<file path="src/rtl/multicycle_control.sv">
// Multicycle processor control unit: a Moore FSM that walks each instruction
// through fetch, decode, execute, memory and write-back steps.
// Ports:
//   clk, rst_n        clock, asynchronous active-low reset
//   run               1 = begin or keep fetching instructions
//   opcode[5:0]       instruction opcode, sampled in DECODE
//   SelectIns         IorD memory address select (0 = PC, 1 = ALU output)
//   RegWrite, RegDst, MemWrite, MemtoReg, BEQ, ALUSrcA   datapath controls
//   ALUSrcB[1:0]      00 = B, 01 = constant 1, 10 = IMM32
//   PCSrc[1:0]        00 = PC+1, 01 = branch target, 10 = jump address
//   pc_write, ir_write  PC update enable, instruction latch enable
//   state[3:0]        current FSM state code
//   instr_count[15:0] retired-instruction counter (wraps)
//   halted, illegal   HALT reached, sticky illegal-opcode flag
module multicycle_control (
  input  logic        clk,
  input  logic        rst_n,
  input  logic        run,
  input  logic [5:0]  opcode,
  output logic        SelectIns,
  output logic        RegWrite,
  output logic        RegDst,
  output logic        MemWrite,
  output logic        MemtoReg,
  output logic        BEQ,
  output logic        ALUSrcA,
  output logic [1:0]  ALUSrcB,
  output logic [1:0]  PCSrc,
  output logic        pc_write,
  output logic        ir_write,
  output logic [3:0]  state,
  output logic [15:0] instr_count,
  output logic        halted,
  output logic        illegal
);

  localparam int unsigned OP_W  = 6;
  localparam int unsigned CNT_W = 16;

  typedef enum logic [3:0] {
    S_IDLE     = 4'd0,
    S_FETCH    = 4'd1,
    S_DECODE   = 4'd2,
    S_EXEC_R   = 4'd3,
    S_EXEC_I   = 4'd4,
    S_WB_ALU   = 4'd5,
    S_MEM_ADDR = 4'd6,
    S_MEM_RD   = 4'd7,
    S_WB_MEM   = 4'd8,
    S_MEM_WR   = 4'd9,
    S_BRANCH   = 4'd10,
    S_JUMP     = 4'd11,
    S_SKIP     = 4'd12,
    S_HALT     = 4'd13
  } state_e;

  state_e            state_q;
  state_e            state_d;
  logic [OP_W-1:0]   opcode_q;
  logic [CNT_W-1:0]  count_q;
  logic              illegal_q;
  logic              unused_opcode_bits;

  // Opcode class dispatch out of DECODE; anything unlisted is skipped.
  function automatic state_e dispatch(input logic [OP_W-1:0] op);
    state_e s;
    casez (op)
      6'b00????:        s = S_EXEC_R;
      6'b01????:        s = S_EXEC_I;
      6'b100000,
      6'b100001:        s = S_BRANCH;
      6'b110000:        s = S_JUMP;
      6'b111000,
      6'b111001:        s = S_MEM_ADDR;
      6'b111111:        s = S_HALT;
      default:          s = S_SKIP;
    endcase
    return s;
  endfunction

  // State register
  always_ff @(posedge clk or negedge rst_n) begin
    if (!rst_n) state_q <= S_IDLE;
    else        state_q <= state_d;
  end

  // Next state and Moore control decode
  always_comb begin
    state_d   = state_q;
    SelectIns = 1'b0;
    RegWrite  = 1'b0;
    RegDst    = 1'b0;
    MemWrite  = 1'b0;
    MemtoReg  = 1'b0;
    BEQ       = 1'b0;
    ALUSrcA   = 1'b0;
    ALUSrcB   = 2'b00;
    PCSrc     = 2'b00;
    pc_write  = 1'b0;
    ir_write  = 1'b0;
    halted    = 1'b0;
    unique case (state_q)
      S_IDLE: begin
        if (run) state_d = S_FETCH;
      end
      S_FETCH: begin
        ALUSrcB  = 2'b01;
        ir_write = 1'b1;
        state_d  = S_DECODE;
      end
      S_DECODE: begin
        state_d = dispatch(opcode);
      end
      S_EXEC_R: begin
        ALUSrcA = 1'b1;
        state_d = S_WB_ALU;
      end
      S_EXEC_I: begin
        ALUSrcA = 1'b1;
        ALUSrcB = 2'b10;
        state_d = S_WB_ALU;
      end
      S_WB_ALU: begin
        // Keep the ALU operands of whichever EXEC state led here.
        ALUSrcA  = 1'b1;
        ALUSrcB  = (opcode_q[5:4] == 2'b01) ? 2'b10 : 2'b00;
        RegWrite = 1'b1;
        RegDst   = 1'b1;
        pc_write = 1'b1;
        state_d  = run ? S_FETCH : S_IDLE;
      end
      S_MEM_ADDR: begin
        ALUSrcA = 1'b1;
        ALUSrcB = 2'b10;
        state_d = opcode_q[0] ? S_MEM_WR : S_MEM_RD;
      end
      S_MEM_RD: begin
        ALUSrcA = 1'b1;
        ALUSrcB = 2'b10;
        state_d = S_WB_MEM;
      end
      S_WB_MEM: begin
        RegWrite = 1'b1;
        MemtoReg = 1'b1;
        pc_write = 1'b1;
        state_d  = run ? S_FETCH : S_IDLE;
      end
      S_MEM_WR: begin
        ALUSrcA  = 1'b1;
        ALUSrcB  = 2'b10;
        MemWrite = 1'b1;
        pc_write = 1'b1;
        state_d  = run ? S_FETCH : S_IDLE;
      end
      S_BRANCH: begin
        // BEQ opcode ends in 0, BNE in 1.
        ALUSrcA  = 1'b1;
        BEQ      = ~opcode_q[0];
        PCSrc    = 2'b01;
        pc_write = 1'b1;
        state_d  = run ? S_FETCH : S_IDLE;
      end
      S_JUMP: begin
        PCSrc    = 2'b10;
        pc_write = 1'b1;
        state_d  = run ? S_FETCH : S_IDLE;
      end
      S_SKIP: begin
        pc_write = 1'b1;
        state_d  = run ? S_FETCH : S_IDLE;
      end
      S_HALT: begin
        halted  = 1'b1;
      end
      default: begin
        state_d = S_IDLE;
      end
    endcase
  end

  // Opcode latch, written on the DECODE edge
  always_ff @(posedge clk or negedge rst_n) begin
    if (!rst_n)                   opcode_q <= '0;
    else if (state_q == S_DECODE) opcode_q <= opcode;
  end

  // Retire counter: every pc_write state retires exactly one instruction
  always_ff @(posedge clk or negedge rst_n) begin
    if (!rst_n)        count_q <= '0;
    else if (pc_write) count_q <= count_q + CNT_W'(1);
  end

  // Sticky illegal flag, set on the DECODE-to-SKIP edge
  always_ff @(posedge clk or negedge rst_n) begin
    if (!rst_n)                                          illegal_q <= 1'b0;
    else if (state_q == S_DECODE && state_d == S_SKIP)   illegal_q <= 1'b1;
  end

  assign state              = 4'(state_q);
  assign instr_count        = count_q;
  assign illegal            = illegal_q;
  assign unused_opcode_bits = ^opcode_q[3:1];

endmodule

</file>
<file path="config.mk">
export PLATFORM = sky130hd
export DESIGN_NAME = multicycle_control
export DESIGN_NICKNAME = d
export VERILOG_FILES = /design/src/rtl/multicycle_control.sv
export SDC_FILE = /design/constraint.sdc
export NUM_CORES = 1
export LEC_CHECK = 0
export CORE_MARGIN = 4
export CORE_UTILIZATION = 49
export DETAILED_ROUTE_END_ITERATION = 16
export HOLD_SLACK_MARGIN = 0.05
export PLACE_DENSITY = 0.84
export SETUP_SLACK_MARGIN = 0.1
export SLEW_MARGIN = 10
export SYNTH_ARGS = -nofsm -noshare
export SYNTH_HDL_FRONTEND = slang
export SYNTH_SLANG_ARGS = --single-unit
</file>
<file path="constraint.sdc">
create_clock -name clk -period 2.32 [get_ports clk]
set_input_delay 0.464 -clock clk [delete_from_list [all_inputs] [get_ports clk]]
set_output_delay 0.464 -clock clk [all_outputs]
set_load 0.02 [all_outputs]
</file>
; ---- After elaboration in Yosys (flattened, before gate mapping)
; Cells that the tools add are included.
[op_classes]
n_lt_le_gt_ge = 0
n_addsub = 1
n_eq_ne = 22
shifts = 0
mul = 0
n_bitwise = 1
div_mod_pow = 0
n_mux = 17
n_reduce_logical = 10
[ops]
columns = cell, n
row1 = $eq 6x6->1 const B, 6
row2 = $pmux 4 s8, 1
row3 = $eq 4x4->1 const B, 7
row4 = $pmux 4 s6, 1
row5 = $add 16x1->16 const B, 1
row6 = $eq 4x3->1 const B, 4
row7 = $mux 1, 10
row8 = $eq 4x2->1 const B, 2
row9 = $mux 4, 2
row10 = $reduce_or 2->1, 4
row11 = $reduce_or 7->1, 1
row12 = $pmux 2 s3, 1
row13 = $reduce_or 6->1, 1
row14 = $eq 2x1->1 const B, 2
row15 = $eq 4x1->1 const B, 1
row16 = $logic_not 4->1, 1
row17 = $pmux 2 s2, 1
row18 = $reduce_or 4->1, 1
row19 = $logic_not 2->1, 1
row20 = $mux 2, 1
row21 = $logic_and 1x1->1, 1
row22 = $not 1->1, 1
[totals]
elab_cells = 55
regBits = 27
latch_bits = 0
mem_count = 0
output_inout_bits = 35
mem_bits_rw = 0
rom_bits = 0

; ---- Depth between registers and ports, before layout
[logic_depth]
word_depth = 6
mapped_depth = 6

; ---- Least setup slack after synthesis
; OpenSTA, ideal clock, no wires.
[synth_path]
kind = register -> output
startpoint = register state_q[1] (netlist: state[1])
endpoint = output port ALUSrcB[0]
path_stages_with_launch = 6
t_arrival_ns = 1.711
path_slack_ns = 0.145
path_buffers = 3
path_cell_list = dfrtp_1 -> buf_2 -> nand2b_1 -> buf_2 -> nor3_1 -> buf_4
[synth_via]
elab_chain_len = 3
word_cells_on_any_way = 8
cone_classes = eq/ne: 6 / mux: 1 / reduce/logical: 1
[synth_lines]
columns = element, line
row1 = start: declaration, 57  ; state_e state_q;
row2 = start signal: assignment, 84  ; else state_q <= state_d;
row3 = $eq 4x4->1 or $eq 4x3->1 (tied branches), 102  ; unique case (state_q)
row4 = $reduce_or 4->1 (no line), -
row5 = $pmux 2 s3 *, 102
row6 = end: declaration, 27  ; output logic [1:0] ALUSrcB,
; Mark *: on every way between the ends. The rest lies on a longest branch, timed or not.

; ---- Final worst setup path
[layout_path]
startpoint = register state_q[1] (netlist: state[1])
endpoint = output port ALUSrcA
[layout_via]
elab_chain_len = 3
word_cells_on_any_way = 9
cone_classes = eq/ne: 7 / mux: 1 / reduce/logical: 1
[layout_lines]
columns = element, line
row1 = $eq 4x4->1 (tied with other cells), 102
row2 = $reduce_or 7->1 (no line) *, -
row3 = $mux 1 *, 102
row4 = end: declaration, 26  ; output logic ALUSrcA,
; Marks and branches as above.

==> summary.md <==
| Metric | Value |
|---|---|
| Post-Synthesis Cells | 151 |
| Skew-Pair Late Insertion Delay | 0.31 ns |
| Placed cell count | 221 |
| Core ar. | 2734 um2 |
| Finished Cell Area | approximately 1900 um2 |
| Crit share post-route | 93.00% |
| Most utilized layer in the global route result | met2 |
| Routed vias/inst | 5.674 |
| Syn Std Cell Area | 1388 um2 |
| Largest net degree at the start of global routing | 25 |
| Placer Congestion | between 0.9 and 1 |
| Fin nets | about 200 |
| First-pass GRT wire length | about 5400 um |
| Yosys warns | 0 |
| Post-DP HPWL | 2675 um |
| Status | finished clean |
| Combinational group share of total power | a little under three fifths |
| Hold Fails Final Rpt | 0 |
| Final setup vio count | 0 |
| Int Pwr | 1042 uW |
| Initial antenna violation count | 0 |
| Width of the die | 61.22 um |
| Synth top area share | between 40% and 50% |
| Fillcell total | ~220 |
| Crit path capture type | output port |
| Worst stage delay on the critical path | 0.46 ns |
| CTS tree | built |
| CP Launch Point | state[1]$_DFF_PN0_ |
| DRC viols | 0 |
| Switching share of power | ~45% |
| Worst hold stages | 1 |
| Met3 global-route usage | between 3 and 4% |
| Sequential share of power | between 30% and 40% |
| Worst reg2reg path startpoint | state[3]$_DFF_PN0_ |
| Starting Density | 50.76% |
| Drt wl/cell | 15.61 um |
| Synthesized area per cell | 9.189 um2 |
| Routing usage on met1 | about 22% |
| Total routed wirelength | 3496 um |
| Clock Tree Root | clkbuf_4 |
| Final slew viol count | 0 |
| DR iter-0 viols | 45 |
| DRT Pass-1 Iters | 4 |
| Via count | ~1300 |
| IO Pins | 44 |
| Min-delay src | instr_count[15]$_DFFE_PN0P_ |
| Leak Pwr | 0.0008464 uW |
| DP Area | 1843 um2 |
| Share of layout cells above drive strength 1 | 12.95% |
| Layout Cells excl Fill | 224 |
| Vias in the first global route | around 1200 |
| Seq cells post-synth | 24 |
| Max cap viols | 0 |
| Clk slew on worst S/H paths | 0.14 ns |
| Maximum vdd drop | 0.0007888 V |
| Psw | ~850 uW |
| Cts bufs inserted | 3 |
| Sequential share of the synthesized area | between 40% and 50% |
| Reg2reg path depth | 6 |
| RSZ-0062 raised after global routing | no |
| Worst min path class | register to register |
| Die Span Y | 61.22 um |
| I/O Buffers | 42 |
| Layout area overhead | 34.99% |
| Final Critical Period | 2.158 ns |
| Number of cell rows | 19 |
| Final Core Density | 68.51% |
| Clock buffer depth | 2 |
| Met2 usage | 35.05% |
| Worst R2R Setup Slack | roughly 0.76 ns |
| Setup_tns | 0 ns |
| WS Path Type | register to output port |
| Synth area leaders | dfrtp_1 43%, xnor2_1 8.2%, nand4_1 4.5% |
| Hold EP | instr_count[15]$_DFFE_PN0P_ |
| Cell chain of the critical path | nand2b_2 > a21oi_1 > a2bb2oi_1 > clkdlybuf4s15_1 |
| Syn nets | 161 |
| Power Density | 1010 nW/um2 |
| Power consumption | 1892 uW |
| Die area | roughly 3700 um2 |
| Global route overflow | 0 |
| All-Layer GR Usage | 19.05% |
| Yosys top cell by area | dfrtp_1 |
| N_diodes | 0 |
| Critical path arrival | between 1.5 and 2 ns |
| Count of cell types in the netlist | 40 |
| Critical Path Start Type | register |
| H-tree level count | 1 |
| Clock Power Share | under 10% |
| Crit path max fanout | 8 |
| Worst Path Required | 1.86 ns |
| Sink Count | 24 |
| Highest Clock Rate | 463.5 MHz |
| Hold_buf cts | 0 |
| Antenna-violating nets left | 0 |
| Clock skew | 0.01101 ns |
| Worst r2r dst | instr_count[9]$_DFFE_PN0P_ |
| Worst-path cell with the longest stage delay | dfrtp_2 |
kinds of logic after synthesis:
logic type / count (synthesis) / share of synthesized area, %
AND/OR/NAND/NOR: 64 / 26.15
AO/OA/AOI/OAI: 26 / 11.90
flip-flops: 24 / 43.28
buffers and inverters: 17 / 5.680
XOR/XNOR: 15 / 9.468
multiplexers: 3 / 2.344
adder cells (fa/ha/maj): 1 / 0.9016
other: 1 / 0.2703
cell type report:
type | instances | area [um2] | share of cell area (%)
Sequential cell | 24 | 604.3 | 32.26
Multi-Input combinational cell | 110 | 718.2 | 38.34
Timing Repair Buffer | 48 | 459.2 | 24.52
Tap cell | 31 | 38.79 | 2.071
Inverter | 8 | 30.03 | 1.603
Clock buffer | 3 | 22.52 | 1.202
critical path: cells and delay by family, from the launching register on:
| kind | cells | cell delay, ns |
|---|---|---|
| DFF | 1 | 0.46 |
| buffers and inverters | 1 | 0.33 |
| and+or+nand+nor | 1 | 0.26 |
| AOI/OAI and AO/OA | 2 | 0.34 |
state kept, by name, indices dropped and copies added, names as in the netlist:
| register | cells |
|---|---|
| instr_count | 16 |
| state | 4 |
| opcode_q | 3 |
| illegal | 1 |
cells in the final DEF, fill, tap and decap left out, drive strengths merged, types with 3 or more instances in the layout:
master         count
nand2             14
clkbuf             3
buf                6
and3               3
clkdlybuf4s50     29
dfrtp             24
nand4             10
dlygate4sd2        9
nor3               6
xnor2             13
o21ai             10
nand2b             4
o22ai              3
inv                8
nand3              6
a21oi              5
nor2              11
cells in the mapped netlist, drive strengths merged:
cell     count
nand2       14
and2         2
nor3         6
clkbuf       1
o21ai       10
and4bb       2
nand2b       4
xor2         2
a32o         1
mux2         2
a2bb2oi      1
conb         1
a21oi        5
nand3        6
a22o         1
inv          8
nor2        11
o22ai        3
buf          8
a211oi       1
nor2b        1
a22oi        1
or3          1
nand4       10
or2          2
o31ai        2
mux2i        1
a221oi       1
and4         2
xnor2       13
ha           1
and3         3
dfrtp       24
timing repair:
action                     in CTS  in global routing
setup endpoints to repair      13                  6
resized for setup              14                  7
buffers inserted                0                  0
power groups by stage:
stage / Sequential, uW / Combinational [uW] / Clock (uW)
floorplan: 675 / 622 / 0
global placement: 642 / 1060 / 0
detailed placement: 650 / 1090 / 0
CTS: 647 / 1050 / 182
global route: 675 / 1130 / 195
finish: 656 / 1050 / 182
layer usage:
layer	vias up	share of wire, %
li1	613	-
met3	7	5.0
met4	0	1.2
met5	-	0
met1	612	40
met2	39	54
metrics by stage:
step                setup WS (ns)  hold slack (ns)
global placement           0.2121           0.4583
detailed placement         0.1928           0.4656
finish                     0.1623           0.4766
CTS                        0.1136           0.4836
global route              0.08941           0.5127
floorplan                  0.1453           0.1684
how the worst max path moves through the flow:
stage               slack, ns         end  cells after the start
detailed placement       0.19     ALUSrcA                      4
finish                   0.16     ALUSrcA                      4
CTS                      0.11    PCSrc[1]                      3
global route             0.09    pc_write                      4
global placement         0.21    RegWrite                      4
floorplan                0.15  ALUSrcB[0]                      5
No activity file was read; power rests on OpenSTA's default activity.
